==> config.mk <==
export PLATFORM = sky130hd
export DESIGN_NAME = fetch_queue
export DESIGN_NICKNAME = d
export VERILOG_FILES = /design/src/rtl/fetch_queue.sv
export SDC_FILE = /design/constraint.sdc
export NUM_CORES = 1
export LEC_CHECK = 0
export ABC_AREA = 0
export CELL_PAD_IN_SITES_DETAIL_PLACEMENT = 1
export CELL_PAD_IN_SITES_GLOBAL_PLACEMENT = 1
export CORE_UTILIZATION = 38
export CTS_BUF_LIST = sky130_fd_sc_hd__clkbuf_16
export DETAILED_ROUTE_END_ITERATION = 12
export GPL_TIMING_DRIVEN = 0
export PLACE_DENSITY = 0.74
export SLEW_MARGIN = 15
export SYNTH_ARGS = -nofsm -noshare
export SYNTH_HDL_FRONTEND = slang
export SYNTH_SLANG_ARGS = --single-unit
==> constraint.sdc <==
create_clock -name clk -period 4.6 [get_ports clk]
set_input_delay 0.46 -clock clk [delete_from_list [all_inputs] [get_ports clk]]
set_output_delay 0.46 -clock clk [all_outputs]
set_load 0.005 [all_outputs]
==> src/rtl/fetch_queue.sv <==
// Instruction-fetch stage: owns the PC, issues 1-cycle-latency word fetches and
// buffers returned {instr, pc} pairs in a DEPTH-entry FIFO toward decode.
`timescale 1ns/1ps
module fetch_queue #(
    parameter int unsigned      N        = 64,
    parameter int unsigned      DEPTH    = 4,
    parameter logic [N-1:0]     RESET_PC = '0
) (
    input  logic                       clk,
    input  logic                       reset,
    output logic                       imem_req,
    output logic [N-1:0]               imem_addr,
    input  logic [31:0]                imem_rdata,
    input  logic                       redirect,
    input  logic [N-1:0]               redirect_pc,
    output logic                       out_valid,
    input  logic                       out_ready,
    output logic [31:0]                out_instr,
    output logic [N-1:0]               out_pc,
    output logic [$clog2(DEPTH):0]     count
);
    localparam int unsigned AW = $clog2(DEPTH);
    localparam int unsigned CW = AW + 1;

    typedef struct packed {
        logic [31:0]  instr;
        logic [N-1:0] pc;
    } entry_t;

    entry_t         mem_q [DEPTH];
    logic [N-1:0]   pc_q, pc_d;
    logic [N-1:0]   inflight_pc_q, inflight_pc_d;
    logic           inflight_q, inflight_d;
    logic [AW-1:0]  rd_ptr_q, rd_ptr_d;
    logic [AW-1:0]  wr_ptr_q, wr_ptr_d;
    logic [CW-1:0]  count_q, count_d;
    logic [CW:0]    used;
    logic           push, pop;
    logic           unused_rpc_lo;

    assign unused_rpc_lo = ^redirect_pc[1:0];

    // Credit check counts the in-flight fetch so a returning word always has a slot.
    assign used      = {1'b0, count_q} + {{CW{1'b0}}, inflight_q};
    assign imem_req  = reset & ~redirect & (used < (CW+1)'(DEPTH));
    assign imem_addr = pc_q;
    assign push      = inflight_q & ~redirect;
    assign out_valid = (count_q != '0);
    assign pop       = out_valid & out_ready;
    assign out_instr = mem_q[rd_ptr_q].instr;
    assign out_pc    = mem_q[rd_ptr_q].pc;
    assign count     = count_q;

    always_comb begin
        pc_d          = pc_q;
        inflight_d    = 1'b0;
        inflight_pc_d = inflight_pc_q;
        rd_ptr_d      = rd_ptr_q;
        wr_ptr_d      = wr_ptr_q;
        count_d       = count_q;
        if (redirect) begin
            pc_d     = {redirect_pc[N-1:2], 2'b00};
            rd_ptr_d = '0;
            wr_ptr_d = '0;
            count_d  = '0;
        end else begin
            if (imem_req) begin
                pc_d          = pc_q + N'(4);
                inflight_d    = 1'b1;
                inflight_pc_d = pc_q;
            end
            if (push) wr_ptr_d = wr_ptr_q + AW'(1);
            if (pop)  rd_ptr_d = rd_ptr_q + AW'(1);
            count_d = count_q + CW'(push) - CW'(pop);
        end
    end

    always_ff @(posedge clk) begin
        if (!reset) begin
            pc_q          <= RESET_PC;
            inflight_q    <= 1'b0;
            inflight_pc_q <= '0;
            rd_ptr_q      <= '0;
            wr_ptr_q      <= '0;
            count_q       <= '0;
        end else begin
            pc_q          <= pc_d;
            inflight_q    <= inflight_d;
            inflight_pc_q <= inflight_pc_d;
            rd_ptr_q      <= rd_ptr_d;
            wr_ptr_q      <= wr_ptr_d;
            count_q       <= count_d;
        end
    end

    always_ff @(posedge clk) begin
        if (push) mem_q[wr_ptr_q] <= '{instr: imem_rdata, pc: inflight_pc_q};
    end

    assert property (@(posedge clk) disable iff (!reset) !(push && count_q == CW'(DEPTH)));

endmodule
-- Word-level counts from Yosys, hierarchy flattened
Memory sizes are Yosys's and may differ from the RTL's. A register that Yosys moved wholly into a read port is not among the register bits.
Index checks and enable logic that the tools add are counted.
- bitwise gates (word level): 6
- $lt $le $gt $ge: 1
- div/mod/pow operators: 0
- eq/ne operators: 0
- muxes and demuxes: 7
- $mul: 0
- reduce and logical (&&, ||, !) cells: 4
- $add $sub $neg: 6
- shift-type cells: 0
- operators by type and width (kind ; count):
    $mux 64 ; 2
    $add 64x3->64 const B ; 1
    $add 2x1->2 const B ; 2
    $add 3x1->4 ; 1
    $and 1x1->1 ; 4
    $lt 4x3->1 const B ; 1
    $mux 2 ; 2
    $add 3x1->3 ; 1
    $mux 1 ; 3
    $reduce_bool 3->1 ; 1
    $sub 3x1->3 ; 1
    $not 1->1 ; 2
    $reduce_and 2->1 ; 1
    $reduce_bool 2->1 ; 1
    $reduce_or 2->1 ; 1
- logic and storage cells: 32
- memory bits (read-only): 0
- memory bits (writable): 384
- bits in latches: 0
- flip-flop bits (word level): 136
- input bits: 100
- output and inout bits: 165
- memories: 1
- memory list (memory ; depth ; width ; read ports ; clocked after memory_dff ; wr ports ; line ; text):
    mem_q ; 4 ; 96 ; 1 ; 1 ; 1 ; 30 ; entry_t mem_q [DEPTH];

-- Depth between registers and ports, before layout
Gate-level depths: netlist of run 1.
- depth in word-level cells: 5
- mapped depth: 10
- gate-level depth less buffers: 9

-- Worst setup path before layout of run 1
OpenSTA, ideal clock, no wires.
- kind: input port to flip-flop
- start: input port redirect
- end: memory mem_q[0][10] (netlist bit) (enable)
- path buffers: 1
- library setup time: 0.463 ns
- path slack: 1.069 ns
- cell stages on the path: 3
- data arrival time: 3.067 ns
- cell sequence: clkbuf_1 -> nor2b_1 -> and2_1
- cells in the longest elaborated chain, start to end: 4
- RTL lines (what ; line ; text):
    start: declaration ; 14 ; input logic redirect,
    $not 1->1 (no source line) ; - ;
    $and 1x1->1 ; 47 ; assign push = inflight_q & ~redirect;
    $mux 1 ; 97 ; if (push) mem_q[wr_ptr_q] <= '{instr: imem_rdata, pc: inflight_pc_q};
    $mux 1 (implied by the code) ; 97 ;
    end: declaration ; 30 ;
Every way passes these cells.

-- Worst setup path in the final report of run 1
- start: input port reset
- end: output port imem_req
- cells in the longest elaborated chain, start to end: 2
- RTL lines (what ; line ; text):
    start: declaration ; 10 ; input logic reset,
    $and 1x1->1 (2 in a row) ; 45 ; assign imem_req = reset & ~redirect & (used < (CW+1)'(DEPTH));
    end: declaration ; 11 ; output logic imem_req,
Every way passes these cells.

==> out/metrics.yaml, run 1 <==
outcome: "completed"
drive_gt1_frac: 0.125
synth_top_flop_cell: "edfxtp_1"
synth-edff-count: 376
clkLatencyLatePin_ns: 0.60
critPathRequiredTime_ns: 4.14
port_buffers: 258
clkTransAtPathRegs_ns: 0.07
finalWirelength_um: 59600
drtIter0Drc: 1006
place_inst: 2257
ir_drop_mv: 0.269
synth_top_cells_by_area: "edfxtp_1 57%, dfxtp_1 14%, mux4_2 11%"
min_path_type: "input pin to flip-flop"
hold_start: "redirect_pc[2]"
worstSetupPathType: "input pin to output pin"
dpl.hpwl_um: 41300
finalWorstSetupSlack_ns: 0.165
crit_fanout: 10
syn-mean-instance-area_um2: 15.2
slew_violations: 0
startpoint_type: "input pin"
min_path_cells: 3
relSlewSlack: 0.268
synth-seq-cells: 510
grt_usage: 0.226
fin_tns_setup_ns: 0
synthesis.area_um2: 19800
synth_cell_types: 54
routabilityCongestion: 0.860
startpoint: "reset"
die_h_um: 230
ctsRootBufferMaster: "clkbuf_16"
endpoint_kind: "output pin"
htreeDepth: 2
avgViaCountPerCell: 5.56
drtPass1Iterations: 4
antenna_found_initial: 3
fin_worst_skew_ns: 0.0143
synth_top_area_frac: 0.570
power.density_nw_per_um2: 402
crit_arrival_ns: 3.97
synth_warnings: 0
die_x_um: 230
ctsHoldBuffers: 0
cts_tree: "done"
die_area_um2: 53100
first_global_vias: 13700
preCtsSetupSlack_ns: 0.0851
layout.nets: 1742
postRouteAntennaNets: 0
io_pins: 265
wl_per_cell_um: 25.3
grt_max_degree: 34
worstRegToRegCells: 8
synth_most_common_cell: "edfxtp_1"
initial_utilization: 0.386
grt_first_pass_wirelength_um: 87800
numCtsBuffers: 54
grt.overflow.total: 0
cts.sinks: 510
via_count: 13100
hold_viol_final: 0
synth_commonest_cells: "376 x edfxtp_1, 168 x nand2_1, 134 x dfxtp_1"
ys_seq_area_frac: 0.705
rsz0062_at_grt: "no"
rows: 83
period_minus_slack_ns: 4.43
nFillCells: 5122
hold_end: "imem_addr[2]"
synth_top_area_cell: "edfxtp_1"
syn-instance-count: 1308
post-cts-setup-buffer-count: 0
fin_crit_sh: 0.964
placeableCoreArea_um2: 51400
max_freq_mhz: 225
area_growth_pct: 27.7
whs_ns: 0.418
reg2reg_slack_ns: 1.27
max_slew.worst_pin.slew_ns: 1.10
p_leak_nw: 8.15
drc_errors: 0
final_cells: 2360
r2r-start: "imem_addr[21]"
maxCapViolCount: 0
setup_violations: 0
worstReg2RegEnd: "imem_addr[45]"
async_flop_share: 0
cts_buffer_depth: 3
## where the power goes
group          total, mW  switching [mW]  internal, mW
Combinational      0.589           0.284         0.305
Clock               4.44            1.81          2.63
Sequential          5.14           0.133          5.01
Total               10.2            2.23          7.94
## area by class of cell
class,instances,area [µm²],share of cell area
clock inverter,44,394,0.0156
multi-input combinational,705,5500,0.217
timing repair buffer,266,2770,0.110
tap,680,851,0.0336
sequential,510,14000,0.552
buffer,78,313,0.0124
antenna,2,5.00,0.000198
inverter,18,67.6,0.00267
clock buffer,57,1430,0.0564
## cells by family after synthesis
family	share of synthesized area
and+or+nand+nor	0.0936
buffers and inverters	0.0191
xor gates and xnor gates	0.00884
AOI/OAI and AO/OA	0.0588
other	0.000189
adders and majority gates	0.00606
muxes	0.108
DFF	0.705
## worst max path at each step
stage | end | slack (ns) | depth (start not counted)
2_1_floorplan | mem_q[0][10] | 1.07 | 3
3_3_place_gp | mem_q[0][87] | -1.90 | 4
3_5_place_dp | imem_req | 0.09 | 7
4_1_cts | out_instr[11] | 0.003 | 5
5_1_grt | imem_req | 0.08 | 7
6_report | imem_req | 0.17 | 7
## cell usage in the layout (no fill, tap or decap), types with 6 or more instances in the layout
master           count
a211oi_1             6
a21oi_1             76
a311oi_1             6
a31oi_1             22
and3_1               7
buf_1               11
bufinv_16            7
clkbuf_1            59
clkbuf_16           57
clkdlybuf4s50_1    258
clkinv_1            11
clkinv_2            11
clkinvlp_4           7
dfxtp_1            134
edfxtp_1           376
ha_1                 8
inv_1               24
mux4_2              94
nand2_1            167
nand3_1             18
nand4_1             43
nor2_1              42
nor3_1              16
nor3b_1              6
nor4_1               9
nor4b_1             11
o21ai_0             59
o31ai_1             14
or3_1               13
or4_1               20
xnor2_1              6
xor2_1              14
## worst max-delay path, stage by stage
cell and delay (ns):
clkdlybuf4s50_1 0.64, clkinv_1 0.38, nor2_1 0.64, nand2_2 0.41
inv_2 0.39, clkbuf_1 0.41, clkdlybuf4s50_1 0.63
## registers in the layout (all words and copies together), names as in the netlist, named ones only
register,flops
rd_ptr_q,2
mem_q,376
imem_addr,62
inflight_pc_q,62
wr_ptr_q,2
inflight_q,1
count,3
## routing by layer
layer / global-route usage / vias to the layer above / routed length [µm]
met5: 0 / - / 0
met3: 0.0348 / 99 / 3070
met4: 0.0894 / 0 / 2060
met1: 0.295 / 6844 / 25100
li1: - / 5765 / -
met2: 0.377 / 411 / 29400
## per-stage QoR
stage          area [µm²]  power (mW)  utilization
2_1_floorplan       19800        5.41            -
3_3_place_gp        23300        5.81        0.453
3_5_place_dp        23500        5.83        0.457
4_1_cts             25300        10.2        0.492
5_1_grt             25300        10.5        0.492
6_report            25300        10.2        0.492
## timing repair
| action | 4_1_cts | 5_1_grt |
|---|---|---|
| hold endpoints to repair | 0 | 0 |
| gates resized for setup | 1 | 2 |
| setup endpoints to repair | 1 | 1 |
No activity file was read; power rests on OpenSTA's default activity.
==> run 2, diff against run 1 <==
Settings changed: CORE_MARGIN from default to 2.
==> out/metrics.yaml, run 2 (same netlist as run 1, synthesis figures left out) <==
die_h_um: 232
worstRegToRegCells: 8
preCtsSetupSlack_ns: 0.106
power_mw: 9.99
initial_utilization: 0.386
clkTransAtPathRegs_ns: 0.06
max_freq_mhz: 229
endpoint_kind: "output pin"
startpoint_type: "input pin"
finalWirelength_um: 58800
reg2reg_slack_ns: 1.34
hold_viol_final: 0
grt.overflow.total: 0
min_path_type: "input pin to flip-flop"
cp_cell_sequence: "clkdlybuf4s50_1, clkinv_1, nor2_1, nand2_2, inv_2, clkbuf_1, clkdlybuf4s50_1"
critical-path-top-delay-family: "buffers and inverters"
hold_end: "imem_addr[15]"
crit_cells: 7
die_x_um: 232
min_path_cells: 3
setup_violations: 0
largest_reg_flops: 376
wl_per_cell_um: 24.9
grt_first_pass_wirelength_um: 86400
io_pins: 265
final_cell_mix: "376 x edfxtp_1, 258 x clkdlybuf4s50_1, 167 x nand2_1"
die_area_um2: 54000
antenna_found_initial: 3
drive_gt1_frac: 0.119
critPathMaxStageDelay_ns: 0.63
postRouteAntennaNets: 0
ctsRootBufferMaster: "clkbuf_16"
cp_common_cell: "clkdlybuf4s50_1"
power.density_nw_per_um2: 396
critPathRequiredTime_ns: 4.14
layout_commonest_cell: "edfxtp_1"
hold_start: "redirect_pc[15]"
port_buffers: 258
grt_usage: 0.218
p_leak_nw: 8.16
avgViaCountPerCell: 5.52
relSlewSlack: 0.191
cpMaxStageDelayCell: "clkdlybuf4s50_1"
htreeDepth: 2
routabilityCongestion: 0.859
grt_max_degree: 47
ctsHoldBuffers: 0
clkLatencyLatePin_ns: 0.60
max_slew.worst_pin.slew_ns: 1.20
fin_tns_setup_ns: 0
cts_buffer_depth: 3
via_count: 13000
crit_fanout: 10
crit_arrival_ns: 3.91
numCtsBuffers: 53
fin_crit_sh: 0.950
layout.nets: 1741
drtPass1Iterations: 5
area_growth_pct: 27.3
finalWorstSetupSlack_ns: 0.231
cts.sinks: 510
slew_violations: 0
outcome: "completed"
rows: 83
r2r-start: "imem_addr[21]"
fin_worst_skew_ns: 0.0197
ir_drop_mv: 0.264
worstReg2RegEnd: "imem_addr[51]"
drtIter0Drc: 912
first_global_vias: 13700
placeableCoreArea_um2: 51400
largest-register: "mem_q"
maxCapViolCount: 0
critPathBufInv: 5
worstSetupPathType: "input pin to output pin"
dpl.hpwl_um: 40900
period_minus_slack_ns: 4.37
rsz0062_at_grt: "no"
cts_tree: "done"
drc_errors: 0
nFillCells: 5120
## run 2: repair_timing
item | CTS | global route
setup buffers | 0 | 0
setup endpoints to repair | 1 | 1
gates resized for setup | 1 | 2
## run 2: metrics by stage
step / area, µm² / cells / hold slack [ns] / utilization
4_1_cts: 25200 / 2355 / 0.418 / 0.490
3_5_place_dp: 23500 / 2257 / 0.490 / 0.457
2_1_floorplan: 19800 / 1311 / 0.454 / -
6_report: 25200 / 2358 / 0.447 / 0.491
3_3_place_gp: 23300 / 2249 / 0.467 / 0.453
5_1_grt: 25200 / 2358 / 0.449 / 0.491
## run 2: final cells by class
cell class	count	area [µm²]	share of cell area
antenna	3	7.51	0.000298
buffer	78	313	0.0124
clock buffer	54	1350	0.0536
clock inverter	44	372	0.0147
inverter	18	67.6	0.00268
multi-input combinational	705	5500	0.218
sequential	510	14000	0.554
tap	680	851	0.0337
timing repair buffer	266	2790	0.111
## run 2: power breakdown
part           switching (mW)  internal [mW]  leakage (nW)  total, mW
Combinational           0.285          0.305          2.47      0.591
Clock                    1.75           2.51         0.921       4.25
Sequential              0.131           5.01          4.77       5.14
Total                    2.16           7.82          8.16       9.99
## run 2: how the worst max path moves through the flow
stage | to | start | slack (ns)
3_5_place_dp | imem_req | reset | 0.11
2_1_floorplan | mem_q[0][10] | redirect | 1.07
5_1_grt | imem_req | count[1] | 0.13
4_1_cts | imem_req | count[1] | 0.06
3_3_place_gp | mem_q[1][76] | redirect | -1.83
6_report | imem_req | reset | 0.23
## run 2: tightest hold or removal path, delay by kind of cell
| family | cells | cell delay (ns) |
|---|---|---|
| and+or+nand+nor | 1 | 0.07 |
| AOI/OAI and AO/OA | 1 | 0.05 |
| buffers and inverters | 1 | 0.41 |
## run 2: layer usage
metal	track usage	part of all wire
met1	0.283	0.41
met2	0.353	0.48
met3	0.0445	0.071
met4	0.0974	0.043
met5	0	0
==> run 3, diff against run 2 <==
Settings changed: PLACE_DENSITY 0.74 to default, PLACE_DENSITY_LB_ADDON from default to 0.1, SLEW_MARGIN 15 to 5.
==> out/metrics.yaml, run 3 (same netlist as run 1, synthesis figures left out) <==
outcome: "completed"
antenna_found_initial: 2
maxCapViolCount: 0
cts_tree: "done"
ctsRootBufferMaster: "clkbuf_16"
hold_viol_final: 0
setup_violations: 0
crit_arrival_ns: 3.75
placeableCoreArea_um2: 51400
grt_usage: 0.224
p_leak_nw: 8.14
worstRegToRegCells: 9
endpoint_kind: "output pin"
cpMaxStageDelayCell: "buf_1"
preCtsSetupSlack_ns: -0.126
hold_start: "redirect_pc[55]"
max_slew.worst_pin.slew_ns: 1.01
design_area_um2: 25300
port_buffers: 258
nFillCells: 5093
numCtsBuffers: 54
avgViaCountPerCell: 5.46
worstReg2RegEnd: "inflight_pc_q[15]"
slew_violations: 0
postRouteAntennaNets: 0
clkLatencyLatePin_ns: 0.61
max_freq_mhz: 238
largest_reg_flops: 376
layout.nets: 1741
cts_buffer_depth: 3
die_x_um: 232
cp_cell_sequence: "clkbuf_1, clkdlybuf4s15_2, buf_1, mux4_2, clkdlybuf4s50_1"
worstSetupPathType: "flip-flop to output pin"
die_area_um2: 54000
pwr-share-seq: 0.507
routabilityCongestion: 0.801
grt_first_pass_wirelength_um: 88200
grt_max_degree: 41
rsz0062_at_grt: "no"
finalWorstSetupSlack_ns: 0.391
p_switching_mw: 2.24
rows: 83
dpl.hpwl_um: 41000
wl_per_cell_um: 25.5
first_global_vias: 13500
dpl_cell_area_um2: 23500
htreeDepth: 2
fin_crit_sh: 0.915
initial_utilization: 0.386
reg2reg_slack_ns: 1.15
power.share.clock: 0.435
critPathBufInv: 4
period_minus_slack_ns: 4.21
power_mw: 10.1
drive_gt1_frac: 0.119
drtIter0Drc: 787
clkTransAtPathRegs_ns: 0.06
largest-register: "mem_q"
via_count: 12900
ctsHoldBuffers: 0
p_int_mw: 7.90
r2r-start: "count[1]"
layout_commonest_cell: "edfxtp_1"
cts.sinks: 510
finalWirelength_um: 60100
die_h_um: 232
critical-path-top-delay-family: "buffers and inverters"
relSlewSlack: 0.327
startpoint_type: "flip-flop"
crit_fanout: 10
critPathRequiredTime_ns: 4.14
fin_util: 0.492
min_path_cells: 3
swShare: 0.221
whs_ns: 0.439
critPathMaxStageDelay_ns: 0.74
io_pins: 265
drtPass1Iterations: 4
power.density_nw_per_um2: 401
final_cell_mix: "376 x edfxtp_1, 258 x clkdlybuf4s50_1, 167 x nand2_1"
antenna_cells: 0
area_growth_pct: 27.7
grt.overflow.total: 0
fin_worst_skew_ns: 0.0197
combPwrFrac: 0.058
drc_errors: 0
hold_end: "imem_addr[55]"
ir_drop_mv: 0.310
min_path_type: "input pin to flip-flop"
## run 3: changes by cell type in the layout (fill, tap and decap cells not counted), moves of 2 or more
cell | previous run | this run
buf_16 | 6 | 8
clkinvlp_4 | 0 | 3
diode_2 | 3 | 0
clkinv_1 | 8 | 20
clkinv_2 | 10 | 4
inv_1 | 32 | 24
clkinv_4 | 0 | 2
inv_2 | 3 | 1
buf_12 | 2 | 0
## run 3: layout make-up
type                       count  area, µm²  area share
buffer                        77        314      0.0124
sequential                   510      14000       0.552
timing repair buffer         266       2800       0.111
clock inverter                47        435      0.0172
inverter                      18       67.6     0.00267
multi-input combinational    705       5500       0.218
tap                          680        851      0.0336
clock buffer                  54       1350      0.0534
## run 3: power groups by stage
stage | logic, mW | registers, mW | clock network (mW)
4_1_cts | 0.595 | 5.14 | 4.51
5_1_grt | 0.634 | 5.15 | 4.67
3_3_place_gp | 0.576 | 5.24 | 0
6_report | 0.587 | 5.14 | 4.41
3_5_place_dp | 0.591 | 5.24 | 0
2_1_floorplan | 0.224 | 5.18 | 0
## run 3: layer usage
| metal | track usage | vias to the layer above | share of wire |
|---|---|---|---|
| met5 | 0 | - | 0.00040 |
| met4 | 0.0683 | 4 | 0.025 |
| met3 | 0.0359 | 96 | 0.053 |
| met2 | 0.367 | 364 | 0.48 |
| met1 | 0.308 | 6633 | 0.44 |
| li1 | - | 5761 | - |
## run 3: metrics by stage
stage                     cells  setup TNS [ns]
after CTS                  2358               0
final                      2357               0
after detailed placement   2257          -0.126
after global placement     2249         -730.80
after floorplan            1311               0
after global routing       2357               0
## run 3: how the worst max path moves through the flow
stage,end,slack [ns],cells after the start
global route,out_pc[38],0.14,5
global placement,mem_q[2][76],-1.97,4
finish,out_pc[38],0.39,5
CTS,imem_req,0.07,8
floorplan,mem_q[0][10],1.07,3
detailed placement,imem_req,-0.13,7
## run 3: worst register-to-register path: stages, from the launching register on
cell	delay, ns
dfxtp_1	0.38
ha_1	0.24
o211a_1	0.22
o22ai_1	0.33
clkbuf_1	0.45
nand2_2	0.35
inv_2	0.51
clkbuf_1	0.50
nand2_1	0.23
a21oi_1	0.17
## run 3: timing repair
action / CTS / global route
hold endpoints to repair: 0 / 0
endpoints found under the setup margin: 33 / 1
buffers inserted: 0 / 0
pin swaps: 0 / 0
resized for setup: 3 / 0
